## src/rtl/data_ram_arbiter.sv

```systemverilog
// data_ram_arbiter: shares the single-port data RAM between the CPU data port
// and the host/loader port. CPU has priority each cycle, a host lock holds the
// RAM for a bounded burst, and read data returns one cycle after acceptance.
// Optional feature macro: ARB_STARVE_GUARD_EN (host starvation guard).
module data_ram_arbiter #(
  parameter int unsigned ADDR_SIZE = 18,
  parameter int unsigned WORD_SIZE = 18,
  parameter int unsigned MAX_WAIT  = 4,
  parameter int unsigned BURST_MAX = 16
) (
  input  logic                 clock,
  input  logic                 reset,
  input  logic                 cpu_req,
  input  logic                 cpu_we,
  input  logic [ADDR_SIZE-1:0] cpu_addr,
  input  logic [WORD_SIZE-1:0] cpu_wdata,
  output logic                 cpu_gnt,
  output logic [WORD_SIZE-1:0] cpu_rdata,
  output logic                 cpu_rvalid,
  input  logic                 host_req,
  input  logic                 host_we,
  input  logic [ADDR_SIZE-1:0] host_addr,
  input  logic [WORD_SIZE-1:0] host_wdata,
  output logic                 host_gnt,
  output logic [WORD_SIZE-1:0] host_rdata,
  output logic                 host_rvalid,
  input  logic                 host_lock,
  output logic                 ram_we,
  output logic [ADDR_SIZE-1:0] ram_addr,
  output logic [WORD_SIZE-1:0] ram_din,
  input  logic [WORD_SIZE-1:0] ram_dout
);

  localparam int unsigned BURST_W = $clog2(BURST_MAX + 1);

  typedef enum logic {
    ST_OPEN   = 1'b0,
    ST_LOCKED = 1'b1
  } state_e;

  state_e             state_q, state_d;
  logic [BURST_W-1:0] burst_cnt_q, burst_cnt_d;
  logic               cpu_rvalid_q, cpu_rvalid_d;
  logic               host_rvalid_q, host_rvalid_d;
  logic               guard_trip;

`ifdef ARB_STARVE_GUARD_EN
  localparam int unsigned WAIT_W = $clog2(MAX_WAIT + 1);

  logic [WAIT_W-1:0] wait_cnt_q, wait_cnt_d;

  assign guard_trip = (wait_cnt_q == WAIT_W'(MAX_WAIT));

  // Count consecutive denied host cycles, saturating; any grant or idle clears
  always_comb begin
    wait_cnt_d = '0;
    if (host_req && !host_gnt) begin
      if (wait_cnt_q != WAIT_W'(MAX_WAIT)) begin
        wait_cnt_d = wait_cnt_q + WAIT_W'(1);
      end else begin
        wait_cnt_d = wait_cnt_q;
      end
    end
  end

  // Starvation counter register
  always_ff @(posedge clock) begin
    if (!reset) begin
      wait_cnt_q <= '0;
    end else begin
      wait_cnt_q <= wait_cnt_d;
    end
  end
`else
  assign guard_trip = 1'b0;
`endif

  // Same-cycle grant: lock owner first, then tripped guard, then CPU, then host
  always_comb begin
    cpu_gnt  = 1'b0;
    host_gnt = 1'b0;
    if (reset) begin
      if (state_q == ST_LOCKED) begin
        host_gnt = host_req;
      end else if (host_req && guard_trip) begin
        host_gnt = 1'b1;
      end else if (cpu_req) begin
        cpu_gnt = 1'b1;
      end else begin
        host_gnt = host_req;
      end
    end
  end

  // RAM drive from the granted port, all zero when idle
  always_comb begin
    ram_we   = 1'b0;
    ram_addr = '0;
    ram_din  = '0;
    if (cpu_gnt) begin
      ram_we   = cpu_we;
      ram_addr = cpu_addr;
      ram_din  = cpu_wdata;
    end else if (host_gnt) begin
      ram_we   = host_we;
      ram_addr = host_addr;
      ram_din  = host_wdata;
    end
  end

  // Lock FSM next state, burst length and read-owner tracking
  always_comb begin
    state_d       = state_q;
    burst_cnt_d   = burst_cnt_q;
    cpu_rvalid_d  = cpu_req & cpu_gnt & ~cpu_we;
    host_rvalid_d = host_req & host_gnt & ~host_we;
    case (state_q)
      ST_OPEN: begin
        if (host_req && host_gnt && host_lock) begin
          state_d     = ST_LOCKED;
          burst_cnt_d = BURST_W'(1);
        end
      end
      ST_LOCKED: begin
        if (!host_lock || (burst_cnt_q == BURST_W'(BURST_MAX))) begin
          state_d     = ST_OPEN;
          burst_cnt_d = '0;
        end else begin
          burst_cnt_d = burst_cnt_q + BURST_W'(1);
        end
      end
      default: begin
        state_d     = ST_OPEN;
        burst_cnt_d = '0;
      end
    endcase
  end

  // State and read-owner registers, synchronous active-low reset
  always_ff @(posedge clock) begin
    if (!reset) begin
      state_q       <= ST_OPEN;
      burst_cnt_q   <= '0;
      cpu_rvalid_q  <= 1'b0;
      host_rvalid_q <= 1'b0;
    end else begin
      state_q       <= state_d;
      burst_cnt_q   <= burst_cnt_d;
      cpu_rvalid_q  <= cpu_rvalid_d;
      host_rvalid_q <= host_rvalid_d;
    end
  end

  // A read accepted just before reset asserts must not be reported
  assign cpu_rvalid  = cpu_rvalid_q & reset;
  assign host_rvalid = host_rvalid_q & reset;
  assign cpu_rdata   = ram_dout;
  assign host_rdata  = ram_dout;

endmodule

```

## config.mk

```make
export PLATFORM = sky130hd
export DESIGN_NAME = data_ram_arbiter
export DESIGN_NICKNAME = d
export VERILOG_FILES = /design/src/rtl/data_ram_arbiter.sv
export SDC_FILE = /design/constraint.sdc
export NUM_CORES = 1
export LEC_CHECK = 0
export ABC_AREA = 1
export CAP_MARGIN = 0
export CORE_UTILIZATION = 23
export CTS_CLUSTER_SIZE = 12
export DETAILED_ROUTE_END_ITERATION = 6
export PLACE_DENSITY = 0.83
export SYNTH_ARGS = -nofsm -noshare
export SYNTH_HDL_FRONTEND = slang
export SYNTH_SLANG_ARGS = --single-unit
```

## constraint.sdc

```tcl
create_clock -name clock -period 1.9 [get_ports clock]
set_clock_uncertainty 0.1 [all_clocks]
set_input_delay 0.57 -clock clock [delete_from_list [all_inputs] [get_ports clock]]
set_output_delay 0.57 -clock clock [all_outputs]
set_load 0.02 [all_outputs]
```

# Word level (Yosys, flattened, before mapping)
# Cells that the tools add are included.
# totals
mem_bits_ro,0
latch_bits,0
wordCells,38
output_inout_bits,77
register_bits,8
mem_count,0
ram_bits,0
# classes
n_reduce_logical,4
eq_ne,2
n_mux,18
magnitude_cmp,0
n_mul,0
add_sub_neg,1
n_bitwise,9
n_shift,0
div_mod_pow,0
# ops
operator,count
2-to-1 mux 18 bit,4
2-to-1 mux 1 bit,10
2-to-1 mux 5 bit,2
one-hot mux 5 bit (2 select lines),1
AND 1 bit,6
"adder 5 x 1 -> 5 bit, second input constant",1
"== test 5 bit, second input constant",1
NOT 1 bit,3
logical AND 1 bit,2
"inequality test 2 bit, second input constant",1
one-hot mux 1 bit (2 select lines),1
zero test 1 bit,1
logical OR 1 bit,1

# Longest topological paths before layout
# logic_depth
depth_word,7
depth_mapped,9
depth_no_buf,9

# Worst setup path before layout
# Ideal clock, no wire load.
# synth_path
kind,in2out
startpoint,in reset
endpoint,out ram_addr[10]
slack_ps,-27
n_path_buf,1
path_stages,6
arrival_time_ps,1257
path_cell_list,nand2_1 inv_2 nand2_2 inv_2 buf_2 a22o_1
# synth_via
elab_chain_cells,3
# synth_lines
item,line,source
"start, declared",12,"input logic reset,"
2-to-1 mux 1 bit,82,if (reset) begin
named net host_gnt,24,"output logic host_gnt,"
2-to-1 mux 18 bit,104,end else if (host_gnt) begin
2-to-1 mux 18 bit,100,if (cpu_gnt) begin
"end, declared",29,"output logic [ADDR_SIZE-1:0] ram_addr,"
# The timed path passes the listed nets, and every way through them passes these cells.

# Worst setup path in the final report
# layout_path
startpoint,in reset
endpoint,out ram_din[8]
# layout_via
elab_chain_cells,3
# layout_lines
item,line,source
2-to-1 mux 1 bit,82,
2-to-1 mux 18 bit,104,
2-to-1 mux 18 bit *,100,
"end, declared",30,"output logic [WORD_SIZE-1:0] ram_din,"
# Mark *: on every way between the ends. The rest lies on a longest branch, timed or not.

==> results.json <==
{
  "place_hpwl_mm": 3.17,
  "status": "finished with violations",
  "p_sw_share_pct": 29.8,
  "yosys_register_bits": 8,
  "grt_pass1_wl_mm": 5.98,
  "grt_max_degree": 22,
  "dp_cells": 289,
  "grt_pass1_vias": 1277,
  "htreeDepth": 1,
  "fp.dieH_um": 71.8,
  "end_kind": "output pin",
  "crit_chain": "buf_8, nand2_4, inv_4, nand2_4, inv_8, clkbuf_16, a22o_1, buf_6",
  "cts_hold_buf": 0,
  "fmax_mhz": 486,
  "clk_pin_slew_worst_paths_ns": 0.04,
  "cts_tree": "yes",
  "drt_drc_violations_left": 0,
  "p_int_uw": 632,
  "rows": 25,
  "clkLatencyLatePin_ns": 0.23,
  "leakage_uw": 0.00106,
  "p_per_area_nw_per_um2": 382,
  "comb_power_share_pct": 57.6,
  "finalNetCount": 343,
  "start_util_pct": 23.9,
  "setup_ws_ns": -0.156,
  "clock_power_share_pct": 22.8,
  "area.growth.synth_to_final_pct": 110,
  "core_area_um2": 4690,
  "cts.sinks": 8,
  "crit_arrival_ns": 1.39,
  "grtUsageTotal_pct": 14.6,
  "layout-drive-gt1-share_pct": 29.8,
  "worstPathRequired_ns": 1.23,
  "maxSlewViolCount": 0,
  "gp_congestion": 0.839,
  "cp_num_buf_inv": 5,
  "rsz0062_at_grt": "yes",
  "final_cells": 296,
  "drt-met1-wl_mm": 1.56,
  "critPathTopFamily": "buffers and inverters",
  "worst_path_largest_cell_delay_ns": 0.19,
  "finalSetupViolCount": 37,
  "via_per_inst": 4.61,
  "ff2ff_path_depth": 9,
  "synthCells": 149,
  "gr-total-overflow": 0,
  "cp.depth": 8,
  "p_switching_uw": 268,
  "worstReg2RegEnd": "burst_cnt_q[3]$_SDFFE_PN0P_",
  "hold_violations": 0,
  "start_kind": "input port",
  "wirelength_mm": 4.11,
  "mostFrequentLayoutCells": "clkdlybuf4s50_1 (73), buf_6 (35), a22o_1 (34), buf_4 (15)",
  "slowest_stage": "a22o_1",
  "syn_area_per_cell_um2": 7.52,
  "antenna_left": 0,
  "crit_end": "ram_din[8]",
  "fin_crit_ns": 2.06,
  "n_antenna_cell": 0,
  "tightest_slew_ns": 0.274,
  "crit_fanout": 7,
  "design.portCount": 174,
  "maxSlewHeadroom_pct": 81.7,
  "setup.worst_path.class": "in2out",
  "antenna_found_initial": 0,
  "drtPass1Iterations": 4,
  "portBuffers": 119,
  "die_w_um": 71.8,
  "vdd_drop_max_v": 0.000155,
  "worstHoldPathType": "reg2reg",
  "yosysWarnings": 0,
  "crit_start": "reset",
  "final_common_cell": "clkdlybuf4s50_1",
  "root_buffer": "clkbuf_8",
  "maxCapViolations": 0,
  "r2r_slack_ns": 0.55,
  "drt-initial-drc-count": 32,
  "routed.top_layer": "met4",
  "numCtsBuffers": 3,
  "dr_wl_met3_um": 479,
  "seq_power_share_pct": 19.6,
  "cts_buffer_depth": 2,
  "violations": "negative setup slack",
  "num_vias": 1365,
  "avgRoutedWirePerCell_um": 13.9,
  "post-route-period-util_pct": 108,
  "rr_startpoint": "burst_cnt_q[0]$_SDFFE_PN0P_",
  "synth-seq-area-share_pct": 14.3,
  "met2_length_mm": 2.00,
  "critPathMostFrequentCell": "nand2_4",
  "syn_nets": 248,
  "die-area_um2": 5150,
  "ys_types": 18,
  "finalSetupTns_ns": -5.18,
  "syn_area_um2": 1120
}
## cell usage after synthesis
master,count,area [µm²]
a21oi_1,2,10.0
a22o_1,37,324
and3_1,1,6.26
buf_2,3,15.0
buf_4,36,270
buf_6,4,45.0
buf_8,2,30.0
dfxtp_1,8,160
ha_1,2,25.0
inv_1,8,30.0
inv_2,4,15.0
nand2_1,14,52.6
nand2_2,2,12.5
nand3_1,7,35.0
nand3_2,1,10.0
nand4_1,4,25.0
nor2_1,13,48.8
o21ai_0,1,5.00
## stage by stage
stage | area, µm² | worst slack, ns | hold WS (ns) | total power (µW) | util [%]
floorplan | 1150 | -0.00569 | 0.398 | 471 | -
global placement | 2170 | -1.12 | 0.427 | 652 | 46.2
detailed placement | 2170 | -1.12 | 0.446 | 656 | 46.2
CTS | 2290 | -0.155 | 0.456 | 895 | 48.8
global route | 2350 | -0.188 | 0.501 | 947 | 50.2
finish | 2350 | -0.156 | 0.456 | 900 | 50.2
## per-layer routing
| layer | vias up | track usage (%) |
|---|---|---|
| met4 | 0 | 5.45 |
| li1 | 675 | - |
| met5 | - | 0 |
| met2 | 87 | 24.5 |
| met1 | 595 | 17.2 |
| met3 | 8 | 4.92 |
## power groups by stage
stage / clock network (µW) / registers [µW] / logic, µW
floorplan: 0 / 179 / 292
global placement: 0 / 179 / 473
detailed placement: 0 / 179 / 477
CTS: 213 / 176 / 506
global route: 224 / 177 / 546
finish: 206 / 176 / 518
## worst min-delay path by stage
stage,startpoint,to,slack (ns),cells after the start
floorplan,burst_cnt_q[1]$_SDFFE_PN0P_,burst_cnt_q[1]$_SDFFE_PN0P_,0.40,2
global placement,burst_cnt_q[1]$_SDFFE_PN0P_,burst_cnt_q[1]$_SDFFE_PN0P_,0.43,2
detailed placement,state_q$_SDFF_PN0_,cpu_rvalid_q$_SDFF_PN0_,0.45,3
CTS,burst_cnt_q[0]$_SDFFE_PN0P_,burst_cnt_q[0]$_SDFFE_PN0P_,0.46,2
global route,burst_cnt_q[0]$_SDFFE_PN0P_,burst_cnt_q[0]$_SDFFE_PN0P_,0.50,2
finish,burst_cnt_q[1]$_SDFFE_PN0P_,burst_cnt_q[1]$_SDFFE_PN0P_,0.46,2
## area by class of cell
| cell class | instances | area, µm² |
|---|---|---|
| fill | 440 | 2340 |
| multi-input combinational | 84 | 598 |
| sequential | 8 | 160 |
| clock buffer | 3 | 41.3 |
| tap | 54 | 67.6 |
| timing repair buffer | 135 | 1430 |
| inverter | 12 | 57.6 |
## flip-flops by register name, indices dropped and copies added, names as in the netlist
signal / count
cpu_rvalid_q: 1
host_rvalid_q: 1
state_q: 1
burst_cnt_q: 5
## timing repair
| action | in CTS | in global routing |
|---|---|---|
| pin swaps | 6 | 2 |
| gates resized for setup | 250 | 12 |
| setup buffers | 1 | 0 |
| gates cloned | 2 | 1 |
| setup endpoints to repair | 41 | 41 |
## kinds of logic after synthesis
logic type	Yosys count	share of synthesized area, %
flip-flops	8	14.3
AO/OA/AOI/OAI	40	30.3
buffers and inverters	57	36.2
AND/OR/NAND/NOR	42	17.0
adder cells (fa/ha/maj)	2	2.23
## worst reg2reg max path, cell delays in order, from the launching register on
cell     delay [ns]
dfxtp_1        0.41
inv_1          0.07
ha_1           0.20
nand2_1        0.06
inv_1          0.03
nand2_1        0.10
nand3_1        0.10
nor2_1         0.10
nor2_1         0.05
nor2_1         0.07
Power figures use the tool's default switching activity.
